**config.mk**
```make
export PLATFORM = sky130hd
export DESIGN_NAME = regfile_multiport_flat
export DESIGN_NICKNAME = d
export VERILOG_FILES = /design/src/rtl/regfile_multiport_if.sv /design/src/rtl/regfile_multiport.sv /design/src/flat_wrapper.sv
export SDC_FILE = /design/constraint.sdc
export NUM_CORES = 2
export LEC_CHECK = 0
export BUFFER_PORTS_ARGS = -buffer_cell sky130_fd_sc_hd__buf_4
export CAP_MARGIN = 20
export CORE_ASPECT_RATIO = 0.75
export CORE_UTILIZATION = 46
export DETAILED_ROUTE_END_ITERATION = 10
export SLEW_MARGIN = 15
export SYNTH_ARGS = -nofsm -noshare
export SYNTH_HDL_FRONTEND = slang
export SYNTH_SLANG_ARGS = --single-unit
```
**constraint.sdc**
```tcl
create_clock -name clk_i -period 10.75 [get_ports clk_i]
set_clock_uncertainty 0.2 [all_clocks]
set_input_delay 1.075 -clock clk_i [delete_from_list [all_inputs] [get_ports clk_i]]
set_output_delay 1.075 -clock clk_i [all_outputs]
set_load 0.01 [all_outputs]
```
**src/rtl/regfile_multiport_if.sv**
```systemverilog
// Decode/writeback-facing bundle of the multiport register file: two read ports,
// one write port and the status flags.
interface regfile_multiport_if #(
    parameter int unsigned XLEN  = 64,
    parameter int unsigned NREGS = 32
) ();
    localparam int unsigned AW = $clog2(NREGS);

    logic [AW-1:0]   rs1_addr;
    logic [XLEN-1:0] rs1_data;
    logic [AW-1:0]   rs2_addr;
    logic [XLEN-1:0] rs2_data;
    logic            rd_we;
    logic [AW-1:0]   rd_addr;
    logic [XLEN-1:0] rd_data;
    logic            ready;
    logic            wr_dropped;

    modport master (
        output rs1_addr, rs2_addr, rd_we, rd_addr, rd_data,
        input  rs1_data, rs2_data, ready, wr_dropped
    );

    modport slave (
        input  rs1_addr, rs2_addr, rd_we, rd_addr, rd_data,
        output rs1_data, rs2_data, ready, wr_dropped
    );
endinterface

```
**src/rtl/regfile_multiport.sv**
```systemverilog
// Integer register file: two combinational read ports with write bypass, one write port,
// optional hardwired x0, and a one-register-per-cycle clear sweep after reset.
module regfile_multiport #(
    parameter int unsigned XLEN     = 64,
    parameter int unsigned NREGS    = 32,
    parameter bit          ZERO_REG = 1'b1
) (
    input  logic                 clk_i,
    input  logic                 reset_i,
    regfile_multiport_if.slave   bus
);
    localparam int unsigned AW = $clog2(NREGS);

    typedef enum logic [0:0] {StClear, StRun} state_e;

    state_e          state_q, state_d;
    logic [AW-1:0]   sweep_idx_q, sweep_idx_d;
    logic            wr_dropped_q, wr_dropped_d;
    logic [XLEN-1:0] regs_q [NREGS];

    logic            mem_we;
    logic [AW-1:0]   mem_addr;
    logic [XLEN-1:0] mem_wdata;
    logic            ready;

    assign ready = (state_q == StRun);

    always_comb begin
        state_d      = state_q;
        sweep_idx_d  = sweep_idx_q;
        wr_dropped_d = 1'b0;
        mem_we       = 1'b0;
        mem_addr     = bus.rd_addr;
        mem_wdata    = bus.rd_data;
        unique case (state_q)
            StClear: begin
                mem_we       = 1'b1;
                mem_addr     = sweep_idx_q;
                mem_wdata    = '0;
                wr_dropped_d = bus.rd_we;
                if (sweep_idx_q == AW'(NREGS - 1)) begin
                    state_d = StRun;
                end else begin
                    sweep_idx_d = sweep_idx_q + AW'(1);
                end
            end
            StRun: begin
                mem_we = bus.rd_we && !(ZERO_REG && bus.rd_addr == '0);
            end
            default: state_d = StClear;
        endcase
    end

    // Reset wins over any pending write: storage is left untouched on a reset edge.
    always_ff @(posedge clk_i) begin
        if (reset_i) begin
            state_q      <= StClear;
            sweep_idx_q  <= '0;
            wr_dropped_q <= 1'b0;
        end else begin
            state_q      <= state_d;
            sweep_idx_q  <= sweep_idx_d;
            wr_dropped_q <= wr_dropped_d;
            if (mem_we) begin
                regs_q[mem_addr] <= mem_wdata;
            end
        end
    end

    function automatic logic [XLEN-1:0] read_mux(
        input logic [AW-1:0]   raddr,
        input logic            rdy,
        input logic            we,
        input logic [AW-1:0]   waddr,
        input logic [XLEN-1:0] wdata,
        input logic [XLEN-1:0] stored
    );
        if (!rdy) return '0;
        if (ZERO_REG && raddr == '0) return '0;
        if (we && waddr == raddr) return wdata;
        return stored;
    endfunction

    assign bus.rs1_data   = read_mux(bus.rs1_addr, ready, bus.rd_we, bus.rd_addr, bus.rd_data,
                                     regs_q[bus.rs1_addr]);
    assign bus.rs2_data   = read_mux(bus.rs2_addr, ready, bus.rd_we, bus.rd_addr, bus.rd_data,
                                     regs_q[bus.rs2_addr]);
    assign bus.ready      = ready;
    assign bus.wr_dropped = wr_dropped_q;
endmodule

```
**src/flat_wrapper.sv**
```systemverilog
// flat-port wrapper written by rule: the top's interface ports become plain ports
module regfile_multiport_flat 
#(
    parameter int unsigned XLEN     = 64,
    parameter int unsigned NREGS    = 32,
    parameter bit          ZERO_REG = 1'b1
)
  (clk_i, reset_i, bus_rs1_addr, bus_rs2_addr, bus_rd_we, bus_rd_addr, bus_rd_data, bus_rs1_data, bus_rs2_data, bus_ready, bus_wr_dropped);
  regfile_multiport_if #(.XLEN(XLEN), .NREGS(NREGS)) bus_i ();
  input  logic clk_i;
  input  logic reset_i;
  input wire logic [$bits(bus_i.rs1_addr)-1:0] bus_rs1_addr;
  input wire logic [$bits(bus_i.rs2_addr)-1:0] bus_rs2_addr;
  input wire logic [$bits(bus_i.rd_we)-1:0] bus_rd_we;
  input wire logic [$bits(bus_i.rd_addr)-1:0] bus_rd_addr;
  input wire logic [$bits(bus_i.rd_data)-1:0] bus_rd_data;
  output wire logic [$bits(bus_i.rs1_data)-1:0] bus_rs1_data;
  output wire logic [$bits(bus_i.rs2_data)-1:0] bus_rs2_data;
  output wire logic [$bits(bus_i.ready)-1:0] bus_ready;
  output wire logic [$bits(bus_i.wr_dropped)-1:0] bus_wr_dropped;
  assign bus_i.rs1_addr = bus_rs1_addr;
  assign bus_i.rs2_addr = bus_rs2_addr;
  assign bus_i.rd_we = bus_rd_we;
  assign bus_i.rd_addr = bus_rd_addr;
  assign bus_i.rd_data = bus_rd_data;
  assign bus_rs1_data = bus_i.rs1_data;
  assign bus_rs2_data = bus_i.rs2_data;
  assign bus_ready = bus_i.ready;
  assign bus_wr_dropped = bus_i.wr_dropped;
  regfile_multiport #(.XLEN(XLEN), .NREGS(NREGS), .ZERO_REG(ZERO_REG)) u_core (.clk_i(clk_i), .reset_i(reset_i), .bus(bus_i));
endmodule
```
==> qor.txt <==
fin. max-slew vios = 0
vias in the first global route = 59600
Clock Latency Late Sink = 0.84 ns
commonest cells after routing, fill and taps aside = edfxtp_1, mux2i_1, mux4_2
Hold Path Class = primary input to flip-flop
EDFF count, synth = 2048
Distinct cells, synth = 56
slew margin rel. = 19.8%
# hold bufs at CTS = 0
post-synth top area share = 62.9%
Lkg Pwr = 35.1 nW
Fin Setup TNS = 0 ns
Hold Fails Final Rpt = 0
# IOs = 212
Syn Std Cell Area = 97800 um2
Routed WL = 341000 um
Placement Rows = 146
die footprint = 214000 um2
routed len/inst = 39.3 um
root buffer cell = clkbuf_16
largest net degree at the start of global routing = 114
initial antenna violation count = 13
total congestion overflow = 0
Hold Startpoint = reset_i
fraction of layout cells with a size suffix above 1 = 25.2%
Yosys reg bits = 2055
Pwr per Cell Area = 157 nW/um2
asr flop ratio synth = 0%
CTS tree = built
Finished Layout Cells = 8654
max-cap violations = 0
r2r setup slk = 5.74 ns
PnR worst setup slack = 3.79 ns
vias = 61400
Inst Count DP = 8265
fmax = 144 MHz
Crit Path Class = primary input to output pin
crit path from = bus_rs2_addr[2]
final core utilization = 51.2%
Sink Count = 2055
RSZ-0062 raised after global routing = no
Core Region = 211000 um2
fin crit share = 64.7%
final antenna-violating net count = 0
Die H = 401 um
DRT Pass-1 Iters = 5
CTS Buf Count = 204
PortBufs = 211
gr usage total = 31.3%
Startpoint Class = primary input
GP Congestion = 0.842
run status = finished clean
synth warn = 0
sequential-to-total area share from yosys stat = 63.0%
Setup Buffers After CTS = 0
crit path time final = 6.96 ns
Die X = 534 um
initial core utilization = 46.3%
hpwl dp = 185000 um
maximum vdd drop = 0.175 mV
vias per cell = 7.09
WP data required = 9.48 ns
fin nets = 5758
Crit. End Element = output pin
post-synthesis instance total = 5573
final hold slack = 0.312 ns
maximum buffer depth of the clock tree = 4
Yosys top cell by area = edfxtp_1
R2R cell count = 6
first-pass GRT wire length = 470000 um
Worst Tran Pin Value = 1.20 ns
Layout area overhead = 10.6%
syn nets = 5657
worst r2r src = u_core.bus.ready$_SDFF_PP0_
CP Max Fanout = 110
Place WS = 3.98 ns
clock transition at the registers of the reported paths = 0.06 ns
final setup violation count = 0
H-tree depth = 4
Min-Delay Path Depth = 2
DRC = 0
Iter 0 DRT Violations = 9583
Arrival @ worst endpoint = 5.68 ns
post-CTS resize count = 0
Syn Area/Cell = 17.5 um2
commonest non-fill, non-tap cell in the layout = edfxtp_1
main flop type after synthesis = edfxtp_1
ranking of synthesized cells by area = edfxtp_1, mux4_2, mux2i_1
[final timing paths]
check	to
worst max-delay path	bus_rs2_data[8]
worst min-delay path	u_core.bus.ready$_SDFF_PP0_
worst max register to register	u_core.regs_q[19][29]$_DFFE_PP_
worst min register to register	u_core.sweep_idx_q[4]$_SDFFE_PP0P_
[registers in the layout, indices dropped and copies added, names as in the netlist]
register and cells:
u_core.sweep_idx_q 5, u_core.bus.wr_dropped 1, u_core.regs_q 2048, u_core.bus.ready 1
[cells in the mapped netlist (3+ instances only)]
master and number:
a22oi_1 123, a41oi_1 66, edfxtp_1 2048, o22ai_1 167, buf_6 71, mux4_2 640
o2111ai_1 3, nor2_1 50, buf_4 57, o221ai_1 132, xnor2_1 3, and2_1 80
and2_0 4, clkbuf_1 214, buf_8 13, nor4_1 3, o311ai_1 9, o21ai_0 271
buf_2 82, buf_1 36, a211oi_1 5, and3_1 29, a211o_1 25, o21ai_1 8
mux2i_1 825, xor2_1 10, a31oi_1 94, nand2_1 157, a21oi_1 37, o31ai_1 3
nand3_1 26, nand2b_1 8, nor2b_1 33, dfxtp_1 7, o221a_1 12, mux2_2 125
buf_12 6, nor3b_1 6, o2bb2ai_1 9, o211a_1 3, a22o_1 47, o311ai_0 6
or2_2 3
[cells by family (layout without fill, tap and decap cells)]
kind of cell	after synthesis	count (layout)	share of synthesized area [%]
DFF	2055	2055	63.0
muxes	1590	1590	24.6
AOI/OAI and AO/OA	1023	1023	7.15
buffers and inverters	482	745	2.97
and+or+nand+nor	408	408	2.06
xor gates and xnor gates	13	13	0.116
adders and majority gates	2	2	0.0256
other	0	6	0
[critical path, stage by stage]
cell and delay [ns]:
buf_8 0.42, buf_12 0.65, nor2b_4 1.06, buf_4 0.66, a22oi_1 0.19, a31oi_1 0.76
a31oi_1 0.32, buf_4 0.24
[metrics by stage]
step / power (mW) / instance area, um2
after detailed placement: 10.2 / 102000
after CTS: 17.0 / 108000
after global routing: 17.4 / 108000
after global placement: 10.2 / 102000
after floorplan: 9.79 / 97800
final: 17.0 / 108000
[layer usage]
metal | part of all wire, % | vias to the layer above | GRT usage [%]
li1 | - | 23800 | -
met1 | 39 | 32400 | 44.2
met2 | 44 | 4366 | 46.8
met3 | 11 | 763 | 6.63
met4 | 5.0 | 8 | 13.9
met5 | 0.014 | - | 0
[report_power, final]
group | internal (mW) | switching (mW)
combinational | 0.495 | 0.815
clock | 3.84 | 3.09
sequential | 8.74 | 0.0229
[cell type report]
cell class | instances | area (um2)
multi-input combinational | 3036 | 33600
fill | 17100 | 103000
clock buffer | 256 | 5420
sequential | 2055 | 61600
tap | 2812 | 3520
inverter | 1 | 6.26
antenna | 6 | 15.0
timing repair buffer | 376 | 3150
clock inverter | 112 | 797
No activity file was read; power rests on OpenSTA's default activity.
